File: src/rtl/time_set_pkg.sv
// Shared types and constants for the time-set controller: state encoding,
// time field widths and field wrap limits.
package time_set_pkg;

    localparam int SEC_W  = 6;
    localparam int MIN_W  = 6;
    localparam int HOUR_W = 5;

    localparam logic [HOUR_W-1:0] HOUR_MAX   = 5'd23;
    localparam logic [MIN_W-1:0]  MINSEC_MAX = 6'd59;

    typedef enum logic [2:0] {
        ST_RUN      = 3'd0,
        ST_SET_HOUR = 3'd1,
        ST_SET_MIN  = 3'd2,
        ST_SET_SEC  = 3'd3,
        ST_COMMIT   = 3'd4
    } state_t;

    // Values at or above the limit (e.g. an out-of-range capture) also wrap to 0.
    function automatic logic [5:0] inc_wrap(input logic [5:0] v, input logic [5:0] vmax);
        return (v >= vmax) ? 6'd0 : v + 6'd1;
    endfunction

endpackage

File: src/rtl/btn_debounce.sv
// Raw active-low pushbutton -> 2-flop synchronizer -> debouncer -> one-cycle
// press pulse on the debounced 1->0 transition.
module btn_debounce #(
    parameter int DEBOUNCE_CYCLES = 500000
) (
    input  logic clk,
    input  logic reset,
    input  logic i_btn_n,
    output logic o_press
);

    localparam int CNT_W = (DEBOUNCE_CYCLES > 1) ? $clog2(DEBOUNCE_CYCLES) : 1;
    localparam logic [CNT_W-1:0] CNT_LAST = CNT_W'(DEBOUNCE_CYCLES - 1);

    logic             r_sync0;
    logic             r_sync1;
    logic             r_level;
    logic             r_level_d;
    logic [CNT_W-1:0] r_cnt;
    logic [CNT_W-1:0] r_arm_cnt;
    logic             r_armed;
    logic             r_press;

    always_ff @(posedge clk) begin
        if (!reset) begin
            r_sync0   <= 1'b1;
            r_sync1   <= 1'b1;
            r_level   <= 1'b1;
            r_level_d <= 1'b1;
            r_cnt     <= '0;
            r_arm_cnt <= '0;
            r_armed   <= 1'b0;
            r_press   <= 1'b0;
        end else begin
            r_sync0   <= i_btn_n;
            r_sync1   <= r_sync0;
            r_level_d <= r_level;
            r_press   <= r_armed & r_level_d & ~r_level;

            if (r_sync1 == r_level) begin
                r_cnt <= '0;
            end else if (r_cnt == CNT_LAST) begin
                r_level <= r_sync1;
                r_cnt   <= '0;
            end else begin
                r_cnt <= r_cnt + 1'b1;
            end

            // A button held through reset stays unarmed until seen stably released.
            if (!r_armed) begin
                if (!r_sync1) begin
                    r_arm_cnt <= '0;
                end else if (r_arm_cnt == CNT_LAST) begin
                    r_armed   <= 1'b1;
                    r_arm_cnt <= '0;
                end else begin
                    r_arm_cnt <= r_arm_cnt + 1'b1;
                end
            end
        end
    end

    assign o_press = r_press;

endmodule

File: src/rtl/time_set_ctrl.sv
// Two-button time-set controller: captures the live time, lets the user edit
// hour/min/sec with a blinking field, then loads it back into the clock core.
//
// state       | meaning
// ST_RUN      | clock runs, mode press captures cur_* and starts an edit
// ST_SET_HOUR | editing hours, hour digits blink
// ST_SET_MIN  | editing minutes, minute digits blink
// ST_SET_SEC  | editing seconds, second digits blink
// ST_COMMIT   | single cycle with load=1, then back to ST_RUN
module time_set_ctrl
    import time_set_pkg::*;
#(
    parameter int DEBOUNCE_CYCLES = 500000,
    parameter int BLINK_CYCLES    = 25000000,
    parameter int TIMEOUT_CYCLES  = 500000000
) (
    input  logic              clk,
    input  logic              reset,
    input  logic              btn_mode,
    input  logic              btn_inc,
    input  logic [SEC_W-1:0]  cur_sec,
    input  logic [MIN_W-1:0]  cur_min,
    input  logic [HOUR_W-1:0] cur_hour,
    output logic              run,
    output logic              load,
    output logic [SEC_W-1:0]  load_sec,
    output logic [MIN_W-1:0]  load_min,
    output logic [HOUR_W-1:0] load_hour,
    output logic [2:0]        blank
);

    localparam int BL_W = (BLINK_CYCLES > 1) ? $clog2(BLINK_CYCLES) : 1;
    localparam int TO_W = (TIMEOUT_CYCLES > 1) ? $clog2(TIMEOUT_CYCLES) : 1;
    localparam logic [BL_W-1:0] BL_LAST = BL_W'(BLINK_CYCLES - 1);
    localparam logic [TO_W-1:0] TO_LAST = TO_W'(TIMEOUT_CYCLES - 1);

    logic w_mode_press;
    logic w_inc_press;

    btn_debounce #(.DEBOUNCE_CYCLES(DEBOUNCE_CYCLES)) u_db_mode (
        .clk     (clk),
        .reset   (reset),
        .i_btn_n (btn_mode),
        .o_press (w_mode_press)
    );

    btn_debounce #(.DEBOUNCE_CYCLES(DEBOUNCE_CYCLES)) u_db_inc (
        .clk     (clk),
        .reset   (reset),
        .i_btn_n (btn_inc),
        .o_press (w_inc_press)
    );

    state_t            r_state;
    logic              r_run;
    logic              r_load;
    logic [2:0]        r_blank;
    logic [SEC_W-1:0]  r_sh_sec;
    logic [MIN_W-1:0]  r_sh_min;
    logic [HOUR_W-1:0] r_sh_hour;
    logic [BL_W-1:0]   r_blink_cnt;
    logic              r_phase;
    logic [TO_W-1:0]   r_to_cnt;

    state_t            w_state_nxt;
    logic              w_in_set;
    logic              w_set_nxt;
    logic              w_entry;
    logic              w_inc_ok;
    logic              w_timeout;
    logic [BL_W-1:0]   w_blink_cnt_nxt;
    logic              w_phase_nxt;
    logic [TO_W-1:0]   w_to_cnt_nxt;
    logic [2:0]        w_blank_nxt;
    logic [HOUR_W-1:0] w_hour_inc;
    logic [MIN_W-1:0]  w_min_inc;
    logic [SEC_W-1:0]  w_sec_inc;

    assign w_hour_inc = HOUR_W'(inc_wrap({1'b0, r_sh_hour}, {1'b0, HOUR_MAX}));
    assign w_min_inc  = inc_wrap(r_sh_min, MINSEC_MAX);
    assign w_sec_inc  = inc_wrap(r_sh_sec, MINSEC_MAX);

    assign w_in_set  = (r_state == ST_SET_HOUR) || (r_state == ST_SET_MIN) || (r_state == ST_SET_SEC);
    assign w_inc_ok  = w_in_set & w_inc_press & ~w_mode_press;
    assign w_timeout = (r_to_cnt == TO_LAST) & ~w_mode_press & ~w_inc_press;

    always_comb begin
        w_state_nxt = r_state;
        case (r_state)
            ST_RUN:      if (w_mode_press) w_state_nxt = ST_SET_HOUR;
            ST_SET_HOUR: if (w_mode_press) w_state_nxt = ST_SET_MIN;
                         else if (w_timeout) w_state_nxt = ST_RUN;
            ST_SET_MIN:  if (w_mode_press) w_state_nxt = ST_SET_SEC;
                         else if (w_timeout) w_state_nxt = ST_RUN;
            ST_SET_SEC:  if (w_mode_press) w_state_nxt = ST_COMMIT;
                         else if (w_timeout) w_state_nxt = ST_RUN;
            default:     w_state_nxt = ST_RUN;
        endcase
    end

    assign w_set_nxt = (w_state_nxt == ST_SET_HOUR) || (w_state_nxt == ST_SET_MIN) ||
                       (w_state_nxt == ST_SET_SEC);
    assign w_entry   = w_set_nxt && (w_state_nxt != r_state);

    // Blink restarts visible on every field entry and every accepted increment.
    always_comb begin
        w_blink_cnt_nxt = '0;
        w_phase_nxt     = 1'b0;
        if (w_set_nxt && !w_entry && !w_inc_ok) begin
            if (r_blink_cnt == BL_LAST) begin
                w_phase_nxt = ~r_phase;
            end else begin
                w_blink_cnt_nxt = r_blink_cnt + 1'b1;
                w_phase_nxt     = r_phase;
            end
        end
    end

    always_comb begin
        w_to_cnt_nxt = '0;
        if (w_set_nxt && !w_entry && !w_mode_press && !w_inc_press) begin
            w_to_cnt_nxt = r_to_cnt + 1'b1;
        end
    end

    always_comb begin
        w_blank_nxt = 3'b000;
        case (w_state_nxt)
            ST_SET_HOUR: w_blank_nxt = {w_phase_nxt, 2'b00};
            ST_SET_MIN:  w_blank_nxt = {1'b0, w_phase_nxt, 1'b0};
            ST_SET_SEC:  w_blank_nxt = {2'b00, w_phase_nxt};
            default:     w_blank_nxt = 3'b000;
        endcase
    end

    always_ff @(posedge clk) begin
        if (!reset) begin
            r_state     <= ST_RUN;
            r_run       <= 1'b1;
            r_load      <= 1'b0;
            r_blank     <= 3'b000;
            r_sh_sec    <= '0;
            r_sh_min    <= '0;
            r_sh_hour   <= '0;
            r_blink_cnt <= '0;
            r_phase     <= 1'b0;
            r_to_cnt    <= '0;
        end else begin
            r_state     <= w_state_nxt;
            r_run       <= (w_state_nxt == ST_RUN);
            r_load      <= (w_state_nxt == ST_COMMIT);
            r_blank     <= w_blank_nxt;
            r_blink_cnt <= w_blink_cnt_nxt;
            r_phase     <= w_phase_nxt;
            r_to_cnt    <= w_to_cnt_nxt;

            if ((r_state == ST_RUN) && w_mode_press) begin
                r_sh_sec  <= cur_sec;
                r_sh_min  <= cur_min;
                r_sh_hour <= cur_hour;
            end else if (w_inc_ok) begin
                case (r_state)
                    ST_SET_HOUR: r_sh_hour <= w_hour_inc;
                    ST_SET_MIN:  r_sh_min  <= w_min_inc;
                    ST_SET_SEC:  r_sh_sec  <= w_sec_inc;
                    default:     ;
                endcase
            end
        end
    end

    assign run       = r_run;
    assign load      = r_load;
    assign blank     = r_blank;
    assign load_sec  = r_sh_sec;
    assign load_min  = r_sh_min;
    assign load_hour = r_sh_hour;

endmodule

File: config.mk
export PLATFORM = sky130hd
export DESIGN_NAME = time_set_ctrl
export DESIGN_NICKNAME = d
export VERILOG_FILES = /design/src/rtl/time_set_pkg.sv /design/src/rtl/btn_debounce.sv /design/src/rtl/time_set_ctrl.sv
export SDC_FILE = /design/constraint.sdc
export NUM_CORES = 1
export LEC_CHECK = 0
export BUFFER_PORTS_ARGS = -buffer_cell sky130_fd_sc_hd__buf_2
export CAP_MARGIN = 20
export CELL_PAD_IN_SITES_DETAIL_PLACEMENT = 1
export CELL_PAD_IN_SITES_GLOBAL_PLACEMENT = 1
export CORE_ASPECT_RATIO = 1.2
export CORE_MARGIN = 2
export CORE_UTILIZATION = 35
export CTS_CLUSTER_DIAMETER = 100
export DETAILED_ROUTE_END_ITERATION = 10
export PLACE_DENSITY = 0.61
export SYNTH_ARGS = -nofsm -noshare
export SYNTH_HDL_FRONTEND = slang
export SYNTH_SLANG_ARGS = --single-unit
File: constraint.sdc
create_clock -name clk -period 3.2 [get_ports clk]
set_clock_uncertainty 0.15 [all_clocks]
set_input_delay 0.48 -clock clk [delete_from_list [all_inputs] [get_ports clk]]
set_output_delay 0.48 -clock clk [all_outputs]
set_load 0.005 [all_outputs]
=== Word level (Yosys, flattened, before mapping) ===
Index checks and enable logic that the tools add are counted.

* Bits in registers: 168
* Input bits: 21
* Output and inout port bits: 22
* Logic and storage cells: 131

* $add $sub $neg: 9
* Order comparisons: 3
* Eq/ne operators: 16
* Multiplexer cells: 31
* Bitwise operators: 17
* Reduce and logical (&&, ||, !) cells: 29

{| class="wikitable"
|+ Operator list
! cell !! number
|-
| $add 19x1->19 const B || 4
|-
| $eq 19x19->1 const B || 4
|-
| $mux 19 || 4
|-
| $mux 6 || 8
|-
| $add 29x1->29 const B || 1
|-
| $eq 29x29->1 const B || 1
|-
| $add 25x1->25 const B || 1
|-
| $eq 25x25->1 const B || 1
|-
| $mux 5 || 4
|-
| $mux 3 || 5
|-
| $add 6x1->6 const B || 2
|-
| $eq 3x2->1 const B || 4
|-
| $ge 6x6->1 const B || 2
|-
| $pmux 3 s4 || 1
|-
| $reduce_and 2->1 || 6
|-
| $not 1->1 || 9
|-
| $pmux 3 s3 || 1
|-
| $reduce_or 3->1 || 3
|-
| $and 1x1->1 || 8
|-
| $mux 1 || 8
|-
| $reduce_bool 2->1 || 4
|-
| $eq 3x1->1 const B || 2
|-
| $logic_and 1x1->1 || 6
|-
| $logic_not 3->1 || 2
|-
| other kinds (7) || 14
|}

=== Logic depth before layout (Yosys ltp) ===
* Depth in word-level cells: 15
* Gate-level depth with buffers: 9
* Depth with buffers taken out: 6

=== Cells and area by module ===
Synthesis repeated with hierarchy kept, for this count alone.

* Cells, all modules: 918
* Area, all modules: 7,863.8 µm²

{| class="wikitable"
|+ By module, submodules not included
! module !! times used !! cells an instance !! area an instance (µm²) !! sequential area each (µm²)
|-
| btn_debounce || 2 || 229 || 2,004.4 || 880.8
|-
| time_set_ctrl || 1 || 460 || 3,854.9 || 1,601.5
|}

=== Least setup slack after synthesis ===
No wires, ideal clock.

* Path type: register -> register
* Start point: register u_db_mode.r_arm_cnt[5]
* End point: register u_db_mode.r_arm_cnt[11]
* Setup time: 0.115 ns
* Arrival time: 2.078 ns
* Data required time: 2.935 ns
* Slack: 0.858 ns
* Cell stages (with the launch flop): 7
* Path buffers: 1
* Clock period less this slack: 2.342 ns
* Cells stage by stage: dfxtp_1 > or4_1 > or4_4 > o31a_4 > o21ai_4 > buf_6 > nor2_1

* Longest elaborated chain between the ends: 3
* Elaborated cells on any way between the ends: 4
* Classes of those cells: add/sub (1); eq/ne (1); mux (2)

{| class="wikitable"
|+ Ends and longest elaborated chain
! what !! line !! RTL
|-
| start: declaration || btn_debounce.sv:20 || <nowiki>logic [CNT_W-1:0] r_arm_cnt;</nowiki>
|-
| start signal: assignment || btn_debounce.sv:57 || <nowiki>r_arm_cnt <= r_arm_cnt + 1'b1;</nowiki>
|-
| $add 19x1->19 / $eq 19x19->1 (equally long branches) || btn_debounce.sv:57, btn_debounce.sv:53 ||
|-
| $mux 19 (*) || btn_debounce.sv:53 || <nowiki>end else if (r_arm_cnt == CNT_LAST) begin</nowiki>
|-
| $mux 19 (*) || btn_debounce.sv:51 || <nowiki>if (!r_sync1) begin</nowiki>
|}

Mark *: on every way between the ends. The rest lies on a longest branch, timed or not.
A chain may end at the register's enable or synchronous reset.

=== Worst setup path in the final report ===
* Start point: register r_to_cnt[17]
* End point: register r_blink_cnt[11]

* Longest elaborated chain between the ends: 15
* Elaborated cells on any way between the ends: 20
* Classes of those cells: eq/ne (5); mux (5); bitwise (3); reduce/logical (7)

{| class="wikitable"
|+ Ends and longest elaborated chain
! what !! line !! RTL
|-
| start: declaration || time_set_ctrl.sv:63 || <nowiki>logic [TO_W-1:0] r_to_cnt;</nowiki>
|-
| start signal: assignment || time_set_ctrl.sv:155 || <nowiki>r_to_cnt <= w_to_cnt_nxt;</nowiki>
|-
| $eq 29x29->1 (*) || time_set_ctrl.sv:85 || <nowiki>assign w_timeout = (r_to_cnt == TO_LAST) & ~w_mode_press & ~w_inc_press;</nowiki>
|-
| $and 1x1->1 (*) (2 in series) || time_set_ctrl.sv:85 ||
|-
| $mux 3 (*) || time_set_ctrl.sv:92, time_set_ctrl.sv:94, time_set_ctrl.sv:96 ||
|-
| $mux 3 (on tied branches) || time_set_ctrl.sv:95, time_set_ctrl.sv:91, time_set_ctrl.sv:93 ||
|-
| $pmux 3 s4 (*) || time_set_ctrl.sv:89 || <nowiki>case (r_state)</nowiki>
|-
| $eq 3x1->1 / $eq 3x2->1 (equally long branches) || time_set_ctrl.sv:101 || <nowiki>assign w_set_nxt = (w_state_nxt == ST_SET_HOUR) || (w_state_nxt == ST_SET_MIN) ||</nowiki>
|-
| $logic_or 1x1->1 (2 in series) || time_set_ctrl.sv:101 ||
|-
| $logic_and 1x1->1 || time_set_ctrl.sv:103 || <nowiki>assign w_entry = w_set_nxt && (w_state_nxt != r_state);</nowiki>
|-
| $logic_not 1->1 || time_set_ctrl.sv:109 || <nowiki>if (w_set_nxt && !w_entry && !w_inc_ok) begin</nowiki>
|-
| $logic_and 1x1->1 (*) (2 in series) || time_set_ctrl.sv:109 ||
|-
| $not 1->1 (no source line) (*) || n/a ||
|-
| $reduce_or 3->1 (no source line) (*) || n/a ||
|-
| end signal: assignment || time_set_ctrl.sv:153 || <nowiki>r_blink_cnt <= w_blink_cnt_nxt;</nowiki>
|-
| end: declaration || time_set_ctrl.sv:61 || <nowiki>logic [BL_W-1:0] r_blink_cnt;</nowiki>
|}

Marked as above.

==> impl_metrics.json <==
{
  "drt_iter0_drc": 211,
  "start_util_pct": 35.8,
  "layout_commonest_cell": "dfxtp_1",
  "postRouteAntennaNets": 0,
  "reg2reg_slack_ns": 0.39,
  "die_w_um": 138,
  "antenna_found_initial": 0,
  "synth_area_per_cell_um2": 8.62,
  "finalSetupViolCount": 0,
  "first_pass_iters": 4,
  "routed_wl_um": 17900,
  "hold_depth": 2,
  "vias": 6201,
  "worst-slew-pin-transition_ns": 0.865,
  "layout_common_cells": "dfxtp_1 (168), nor2_1 (164), xnor2_1 (65)",
  "synth_cells": 878,
  "cts_hold_buf": 0,
  "area_growth_syn_to_layout_pct": 14.7,
  "clkTransAtPathRegs_ns": 0.07,
  "hold_start": "btn_inc",
  "p_int_mw": 3.32,
  "cap_violations": 0,
  "grt_pass1_wl_um": 30900,
  "critPathArrivalTime_ns": 2.94,
  "yosysSeqAreaShare_pct": 44.5,
  "async_flop_share_pct": 0,
  "end_kind": "flip-flop",
  "port_buffers": 42,
  "finalCritPeriodShare_pct": 87.7,
  "required_ns": 3.34,
  "synthSimpleGateAreaFrac_pct": 31.1,
  "outcome": "completed",
  "ys_seq_elements": 168,
  "final.setup.tns_ns": 0,
  "drt-wirelength-per-cell_um": 14.9,
  "cts_tree": "built",
  "diodes": 0,
  "synth_top_family_by_area": "simple AND/OR/NAND/NOR gates",
  "leakage_nw": 2.88,
  "vias_per_cell": 5.15,
  "placed_area_um2": 8100,
  "post_cts_buffers": 0,
  "sequentialPowerShare_pct": 50.0,
  "cp_max_fo": 25,
  "synth_compound_area_share_pct": 5.99,
  "synth-xor-area-share_pct": 13.8,
  "critical_path_class": "flip-flop to flip-flop",
  "cts_buffers": 17,
  "p_per_area_nw_per_um2": 486,
  "synth_fa_ha_area_share_pct": 1.49,
  "startpoint_type": "flip-flop",
  "dieArea_um2": 22800,
  "p_switching_mw": 0.899,
  "crit-reg2reg-launch": "r_to_cnt[17]$_SDFF_PN0_",
  "rows": 58,
  "post_cts_resized": 0,
  "p_sw_share_pct": 21.3,
  "grt_max_degree": 28,
  "place_congestion": 0.749,
  "clk_latency_ns": 0.42,
  "coreArea_um2": 21100,
  "p_comb_share_pct": 1.7,
  "root_buffer": "clkbuf_16",
  "reg2reg_to": "r_blink_cnt[11]$_SDFF_PP0_",
  "min_to": "u_db_inc.r_sync0$_SDFF_PN1_",
  "slew_violations": 0,
  "drive_above_1_share_pct": 11.0,
  "hpwl_um": 12500,
  "synth_ff_type": "dfxtp_1",
  "h-tree-depth": 4,
  "drc": 0,
  "yosysWarnings": 0,
  "maxSlewHeadroom_pct": 42.1,
  "grt_pass1_vias": 6308,
  "synth_cell_types": 60,
  "fin_area_um2": 8680,
  "hold_viol": 0,
  "synth_nets": 908,
  "synth_area_um2": 7560,
  "synth_edf_count": 0,
  "ios": 43,
  "grt_setup_unrepaired": "false",
  "die_height_um": 165,
  "nNetsFinal": 952,
  "clk_path_buf_depth": 2,
  "ir_drop_v": 0.000355,
  "cts.sinks": 168,
  "fin_crit_ns": 2.81,
  "worstRegToRegCells": 5,
  "track_usage_pct": 16.4,
  "grt.overflow.total": 0,
  "worstHoldPathType": "input pin to flip-flop",
  "fmax_mhz": 356,
  "clockPowerShare_pct": 48.3,
  "muxShareOfSynthArea_pct": 0.529
}
[routing by layer]
layer / track usage [%] / vias up / share of wire, %
met5: 0 / - / 0
met4: 5.71 / 0 / 1.0
met3: 2.70 / 13 / 1.9
met2: 28.1 / 54 / 48
met1: 21.1 / 2989 / 49
li1: - / 3145 / -
[power groups by stage]
| stage | logic, mW | registers, mW | clock network, mW |
|---|---|---|---|
| after global placement | 0.0718 | 2.16 | 0 |
| after global routing | 0.0801 | 2.11 | 2.20 |
| after floorplan | 0.0390 | 2.15 | 0 |
| after detailed placement | 0.0721 | 2.16 | 0 |
| after CTS | 0.0731 | 2.11 | 2.11 |
| final | 0.0698 | 2.11 | 2.04 |
[final cells by class]
type	count	area, um2
Inverter	19	71.3
Multi-Input combinational cell	662	4010
Sequential cell	168	3360
Fill cell	2489	12400
Tap cell	270	338
Timing Repair Buffer	54	313
Clock inverter	11	120
Clock buffer	21	460
[sequential cells by signal, summed over array words and instances, names as in the netlist, 3 cells and up]
name,cells
load_hour,5
u_db_mode.r_arm_cnt,19
load_min,6
r_blink_cnt,25
u_db_inc.r_cnt,19
u_db_mode.r_cnt,19
r_state,3
r_to_cnt,29
blank,3
load_sec,6
u_db_inc.r_arm_cnt,19
[stage by stage]
| step | std cells | power, mW | utilization [%] | hold WS (ns) | setup WS (ns) |
|---|---|---|---|---|---|
| after detailed placement | 1173 | 2.23 | 38.3 | 0.246 | 0.418 |
| after floorplan | 878 | 2.19 | - | 0.236 | 0.858 |
| after global placement | 1173 | 2.23 | 38.3 | 0.243 | 0.493 |
| final | 1205 | 4.22 | 41.1 | 0.124 | 0.393 |
| after global routing | 1205 | 4.39 | 41.1 | 0.114 | 0.158 |
| after CTS | 1205 | 4.30 | 41.1 | 0.112 | 0.382 |
[kinds of logic after synthesis]
logic type / after synthesis
AO/OA/AOI/OAI: 67
XOR/XNOR: 119
adder cells (fa/ha/maj): 9
buffers and inverters: 48
flip-flops: 168
multiplexers: 4
AND/OR/NAND/NOR: 463
[worst max-delay path: stages, from the launching register on]
cell	delay (ns)
dfxtp_1	0.36
or4b_2	0.70
nor4_1	0.48
nand3_1	0.32
nand3b_2	0.53
nor2_1	0.12
[how the worst max path moves through the flow]
stage,startpoint,to,cells after the start
after CTS,r_to_cnt[17]$_SDFF_PN0_,r_blink_cnt[11]$_SDFF_PP0_,5
after detailed placement,r_to_cnt[17]$_SDFF_PN0_,r_blink_cnt[22]$_SDFF_PP0_,5
after floorplan,u_db_mode.r_arm_cnt[5]$_SDFFE_PN0N_,u_db_mode.r_arm_cnt[11]$_SDFFE_PN0N_,6
after global routing,r_to_cnt[17]$_SDFF_PN0_,r_blink_cnt[11]$_SDFF_PP0_,5
after global placement,r_to_cnt[17]$_SDFF_PN0_,r_blink_cnt[13]$_SDFF_PP0_,5
final,r_to_cnt[17]$_SDFF_PN0_,r_blink_cnt[11]$_SDFF_PP0_,5
[synthesized netlist by cell type (all sizes together) (2+ instances only)]
library cell | instances | area share (%)
inv | 18 | 0.89
buf | 8 | 0.66
nor2 | 166 | 8.3
or3b | 2 | 0.23
clkbuf | 21 | 1.0
or4b | 6 | 0.79
and3b | 2 | 0.25
nand4b | 3 | 0.35
and4 | 16 | 1.9
nand4 | 34 | 2.8
and3 | 21 | 1.7
a211oi | 2 | 0.20
or3 | 3 | 0.25
o2111ai | 2 | 0.23
nor2b | 7 | 0.58
a22oi | 6 | 0.60
nand2 | 61 | 3.0
a31oi | 11 | 0.91
a31o | 2 | 0.23
a21oi | 16 | 1.1
dfxtp | 168 | 44
nor3 | 30 | 2.0
a222oi | 2 | 0.26
nor4 | 19 | 1.6
nand3b | 7 | 0.74
a32oi | 2 | 0.23
nand3 | 61 | 4.0
xnor2 | 65 | 7.5
nor4b | 7 | 0.89
o21ai | 15 | 1.1
ha | 9 | 1.5
xor2 | 54 | 6.3
and2 | 3 | 0.25
nand2b | 8 | 0.66
or4 | 3 | 0.35
mux2i | 4 | 0.53
Note: power is estimated with default switching activity, not from simulation.
